### config.mk
export PLATFORM = sky130hd
export DESIGN_NAME = leaf_binop_pipe_flat
export DESIGN_NICKNAME = d
export VERILOG_FILES = /design/src/rtl/leaf_binop_pipe_if.sv /design/src/rtl/leaf_binop_pipe.sv /design/src/flat_wrapper.sv
export SDC_FILE = /design/constraint.sdc
export NUM_CORES = 1
export LEC_CHECK = 0
export BUFFER_PORTS_ARGS = -buffer_cell sky130_fd_sc_hd__buf_2
export CORE_MARGIN = 5
export CORE_UTILIZATION = 59
export CTS_BUF_LIST = sky130_fd_sc_hd__clkbuf_8
export CTS_CLUSTER_SIZE = 12
export DETAILED_ROUTE_END_ITERATION = 6
export GPL_TIMING_DRIVEN = 0
export PLACE_DENSITY = 0.83
export SYNTH_ARGS = -nofsm -noshare
export SYNTH_HDL_FRONTEND = slang
export SYNTH_SLANG_ARGS = --single-unit
### constraint.sdc
create_clock -name clk -period 6 [get_ports clk]
set_input_delay 1.2 -clock clk [delete_from_list [all_inputs] [get_ports clk]]
set_output_delay 1.2 -clock clk [all_outputs]
set_load 0.02 [all_outputs]
### src/rtl/leaf_binop_pipe_if.sv
// Operand/result stream bundle for leaf_binop_pipe.
// Two joined operand streams in, one result stream out.
interface leaf_binop_pipe_if #(
  parameter int STREAMW = 32
);
  logic [STREAMW-1:0] in1;
  logic               ivalid_in1;
  logic               iready_in1;
  logic [STREAMW-1:0] in2;
  logic               ivalid_in2;
  logic               iready_in2;
  logic [STREAMW-1:0] out1;
  logic               ovalid;
  logic               oready;
  logic [3:0]         occupancy;

  modport master (
    output in1, ivalid_in1, in2, ivalid_in2, oready,
    input  iready_in1, iready_in2, out1, ovalid, occupancy
  );

  modport slave (
    input  in1, ivalid_in1, in2, ivalid_in2, oready,
    output iready_in1, iready_in2, out1, ovalid, occupancy
  );
endinterface

### src/rtl/leaf_binop_pipe.sv
// Joined binary-op pipeline with bubble collapsing.
// Result enters stage 0, leaves from stage LATENCY-1.
module leaf_binop_pipe #(
  parameter int STREAMW = 32,
  parameter int LATENCY = 3,
  parameter int OPCODE  = 1
) (
  input logic            clk,
  input logic            rst,
  leaf_binop_pipe_if.slave bus
);

  logic [STREAMW-1:0] data [LATENCY];
  logic [LATENCY-1:0] vld;
  logic [LATENCY-1:0] can;
  logic [STREAMW-1:0] res;
  logic               fire;
  logic               xfer;
  logic [3:0]         occ;

  // Operation selected at elaboration; wraps modulo 2^STREAMW.
  always_comb begin
    res = '0;
    unique case (1'b1)
      (OPCODE == 0): res = bus.in1 + bus.in2;
      (OPCODE == 1): res = bus.in1 - bus.in2;
      (OPCODE == 2): res = bus.in1 * bus.in2;
      default:       res = bus.in1 + bus.in2;
    endcase
  end

  // A stage may load when some stage at or past it is empty,
  // or the output is draining this cycle.
  always_comb begin : can_b
    logic full;
    can = '0;
    for (int k = 0; k < LATENCY; k++) begin
      full = 1'b1;
      for (int j = k; j < LATENCY; j++) begin
        full = full & vld[j];
      end
      can[k] = bus.oready | ~full;
    end
  end

  assign xfer = vld[LATENCY-1] & bus.oready;
  assign fire = ~rst & bus.ivalid_in1
              & bus.ivalid_in2 & can[0];

  assign bus.iready_in1 = fire;
  assign bus.iready_in2 = fire;
  assign bus.out1       = data[LATENCY-1];
  assign bus.ovalid     = vld[LATENCY-1];
  assign bus.occupancy  = occ;

  // Stage registers: load from upstream when allowed, else hold.
  always_ff @(posedge clk or posedge rst) begin
    if (rst) begin
      vld <= '0;
      for (int k = 0; k < LATENCY; k++) begin
        data[k] <= '0;
      end
    end else begin
      if (can[0]) begin
        vld[0] <= fire;
        if (fire) data[0] <= res;
      end
      for (int k = 1; k < LATENCY; k++) begin
        if (can[k]) begin
          vld[k] <= vld[k-1];
          if (vld[k-1]) data[k] <= data[k-1];
        end
      end
    end
  end

  // Count of valid results held in the pipe.
  always_ff @(posedge clk or posedge rst) begin
    if (rst) begin
      occ <= '0;
    end else begin
      unique case ({fire, xfer})
        2'b10:   occ <= occ + 4'd1;
        2'b01:   occ <= occ - 4'd1;
        default: occ <= occ;
      endcase
    end
  end

endmodule

### src/flat_wrapper.sv
// flat-port wrapper written by rule: the top's interface ports become plain ports
module leaf_binop_pipe_flat 
#(
  parameter int STREAMW = 32,
  parameter int LATENCY = 3,
  parameter int OPCODE  = 1
)
  (clk, rst, bus_in1, bus_ivalid_in1, bus_in2, bus_ivalid_in2, bus_oready, bus_iready_in1, bus_iready_in2, bus_out1, bus_ovalid, bus_occupancy);
  leaf_binop_pipe_if #(.STREAMW(STREAMW)) bus_i ();
  input logic clk;
  input logic rst;
  input wire logic [$bits(bus_i.in1)-1:0] bus_in1;
  input wire logic [$bits(bus_i.ivalid_in1)-1:0] bus_ivalid_in1;
  input wire logic [$bits(bus_i.in2)-1:0] bus_in2;
  input wire logic [$bits(bus_i.ivalid_in2)-1:0] bus_ivalid_in2;
  input wire logic [$bits(bus_i.oready)-1:0] bus_oready;
  output wire logic [$bits(bus_i.iready_in1)-1:0] bus_iready_in1;
  output wire logic [$bits(bus_i.iready_in2)-1:0] bus_iready_in2;
  output wire logic [$bits(bus_i.out1)-1:0] bus_out1;
  output wire logic [$bits(bus_i.ovalid)-1:0] bus_ovalid;
  output wire logic [$bits(bus_i.occupancy)-1:0] bus_occupancy;
  assign bus_i.in1 = bus_in1;
  assign bus_i.ivalid_in1 = bus_ivalid_in1;
  assign bus_i.in2 = bus_in2;
  assign bus_i.ivalid_in2 = bus_ivalid_in2;
  assign bus_i.oready = bus_oready;
  assign bus_iready_in1 = bus_i.iready_in1;
  assign bus_iready_in2 = bus_i.iready_in2;
  assign bus_out1 = bus_i.out1;
  assign bus_ovalid = bus_i.ovalid;
  assign bus_occupancy = bus_i.occupancy;
  leaf_binop_pipe #(.STREAMW(STREAMW), .LATENCY(LATENCY), .OPCODE(OPCODE)) u_core (.clk(clk), .rst(rst), .bus(bus_i));
endmodule
==> results.cfg <==
[finish]
final_cells = 873
final_area_mm2 = 0.00714
area_growth_pct = 14.4
diodes = 0
nNetsFinal = 837
drive_gt1_share_pct = 33.6

[cts]
cts-hold-fix-buffers = 0
numClockSinks = 103
cts_tree = built
ctsHtreeMaxLevel = 3
post_cts_buffers = 0
clk_pin_slew_worst_paths_ns = 0.08
cts_inserted_buffers = 9
clockRootBuffer = clkbuf_8
cts_buffer_depth = 2
ctsResizeCount = 0
clock_latency_ns = 0.36

[detailed_routing]
drc = 0
num_vias = 4733
detail_route.first_pass.iterations = 4
ant_nets = 0
drt_iter0_markers = 252
wire_per_inst_um = 15.5
viasPerCell = 5.42
wl_mm = 13.5

[placed_design]
post-dp-hpwl_mm = 11.0
place_area_mm2 = 0.00698
gp_congestion = 0.941
place_inst = 858
portBuffers = 107

[synth]
yosysSeqAreaShare_pct = 41.3
synthesis.area_mm2 = 0.00624
ys_seq_elements = 103
synth_nets = 718
synth_largest_area_cell = dfrtp_1
ys.warnings.count = 0
async_reset_ff_share_pct = 100
yosysTopAreaCellShare_pct = 41.3
synth_cell_types = 58
postSynthCellCount = 614
synth_edf_count = 0
ys.flop_type = dfrtp_1
synth.avg_cell_area_um2 = 10.2
ys_top_cells_by_area = dfrtp_1, mux2_2, ha_1

[power_and_ir_drop]
peakVddDrop_mv = 0.249
powerDensity_mw_per_mm2 = 346
leakagePower_nw = 3.64

[die]
start_util_pct = 60.4
rows = 37
coreArea_mm2 = 0.0103
die-height_um = 113
dieArea_mm2 = 0.0127
io_pins = 108
die_w_um = 113

[global_routing]
grtUsageTotal_pct = 22.5
busiest_layer = met2
antenna_found_initial = 0
grt-ovfl-total = 0
use_met1_pct = 30.9
grt_start_max_net_pins = 73
grt_pass1_wl_mm = 23.4
grt_util_met2_pct = 36.9
grt_pass1_vias = 4912
globalRouteMet3Util_pct = 3.69

[sta]
period_minus_slack_ns = 4.60
hold_viol_final = 0
timing.hold.ws_ns = 0.463
clock_skew_ns = 0.00460
fmax_ghz = 0.218
setup_viol = 0
slew_violations = 0
post-route-period-util_pct = 76.6
rsz0062_at_grt = no
relSlewSlack_pct = 61.2
worst_pin_slew_ns = 0.582

[worst_setup_path]
crit_top_cell = buf_2
crit_chain = buf_2, inv_4, buf_16, nand3_1, nand2b_1, inv_1, clkbuf_1, buf_4, buf_2
crit_path_top_delay_cell = clkbuf_1
crit_buf_inv = 7
crit_type = in2out
crit_path_max_incr_delay_ns = 0.47
cp.arrival_ns = 3.40
critPathTopFamily = buffers and inverters
cp.required_ns = 4.80
cp-start-kind = input port
cp_max_fo = 72
critPathCaptureType = primary output

[run]
drv_cap = 0

[run_status]
status = finished, final reports clean

[min_path]
hp-class = reg2reg
## power breakdown
part / internal (mW) / total, mW / switching, mW
Sequential: 0.947 / 1.10 / 0.155
Clock: 0.156 / 0.370 / 0.214
Combinational: 0.504 / 1.00 / 0.497
## registers in the layout, summed over array words and instances, names as in the netlist
name	cells
u_core.vld	3
u_core.data	64
u_core.bus.out1	32
u_core.bus.occupancy	4
## through the flow
stage	utilization (%)	power, mW	setup slack, ns	setup TNS [ns]
after floorplan	-	1.82	0.167	0
after global placement	67.3	2.06	-0.941	-2.66
after detailed placement	67.6	2.12	1.38	0
after CTS	69.2	2.49	1.38	0
after global routing	69.2	2.64	1.17	0
final	69.2	2.47	1.40	0
## worst reg2reg max path, cell delays in order (launching register included)
cell and delay [ns]:
dfrtp_1 0.39, nand2b_1 0.13, nor2_1 0.07, nand2_1 0.09
nand2b_1 0.13, clkbuf_8 0.20, clkbuf_8 0.17, ha_1 0.27
xor2_1 0.19, ha_1 0.18, a21oi_1 0.16, xor2_1 0.18
nor2_1 0.07, xor2_1 0.14
## cell usage in the layout, fill, tap and decap left out, types with 6 or more instances in the layout
cell	instances
nor2_1	20
a21o_1	18
nand3_1	9
nor3_1	8
mux2_2	65
nand4_1	9
nand2b_1	8
o21bai_1	6
clkbuf_1	6
dfrtp_1	103
ha_1	34
buf_4	37
xnor2_1	11
buf_2	107
nand2_1	63
inv_1	41
buf_1	6
o21ai_0	28
a21oi_1	38
clkbuf_8	13
buf_6	6
xor2_1	15
## area by class of cell
cell class / instances / area, µm²
Fill cell: 799 / 3180
Multi-Input combinational cell: 411 / 3070
Sequential cell: 103 / 2580
Timing Repair Buffer: 108 / 563
Buffer: 59 / 443
Tap cell: 136 / 170
Inverter: 41 / 156
Clock buffer: 10 / 138
Clock inverter: 5 / 26.3
## final timing paths
check,slack (ns),cells after the start,from,end
min in group asynchronous,0.84,2,rst,u_core.bus.out1[1]
setup / recovery,1.40,9,rst,bus_iready_in2
hold / removal,0.46,1,u_core.bus.occupancy[3],u_core.bus.occupancy[3]
max in group asynchronous,4.50,3,rst,u_core.data[93]
setup reg to reg,3.51,13,u_core.vld[2],u_core.bus.occupancy[2]
hold reg to reg,0.46,1,u_core.bus.occupancy[3],u_core.bus.occupancy[3]
## cells by family after synthesis
| logic type | after synthesis | synth area share (%) |
|---|---|---|
| buffers and inverters | 100 | 9.56 |
| AND/OR/NAND/NOR | 142 | 10.8 |
| AO/OA/AOI/OAI | 139 | 15.2 |
| flip-flops | 103 | 41.3 |
| multiplexers | 69 | 12.4 |
| XOR/XNOR | 26 | 3.65 |
| adder cells (fa/ha/maj) | 35 | 7.14 |
## synthesized netlist by cell type, drive strengths merged (5+ instances only)
| library cell | count |
|---|---|
| xor2 | 15 |
| a21o | 18 |
| ha | 34 |
| o21ai | 33 |
| and3 | 6 |
| nor3 | 9 |
| nand4 | 9 |
| dfrtp | 103 |
| xnor2 | 11 |
| buf | 49 |
| nand2b | 8 |
| nand3 | 9 |
| mux2 | 65 |
| o21bai | 6 |
| a21oi | 39 |
| o21a | 5 |
| a31oi | 5 |
| clkbuf | 9 |
| inv | 41 |
| nand2 | 63 |
| o31ai | 7 |
| nor2 | 20 |
## layer usage
layer	routed length, µm	up-vias
met5	0	-
met4	228	0
met3	567	20
met2	6480	108
met1	6250	2241
li1	-	2364
Note: power is estimated with default switching activity, not from simulation.
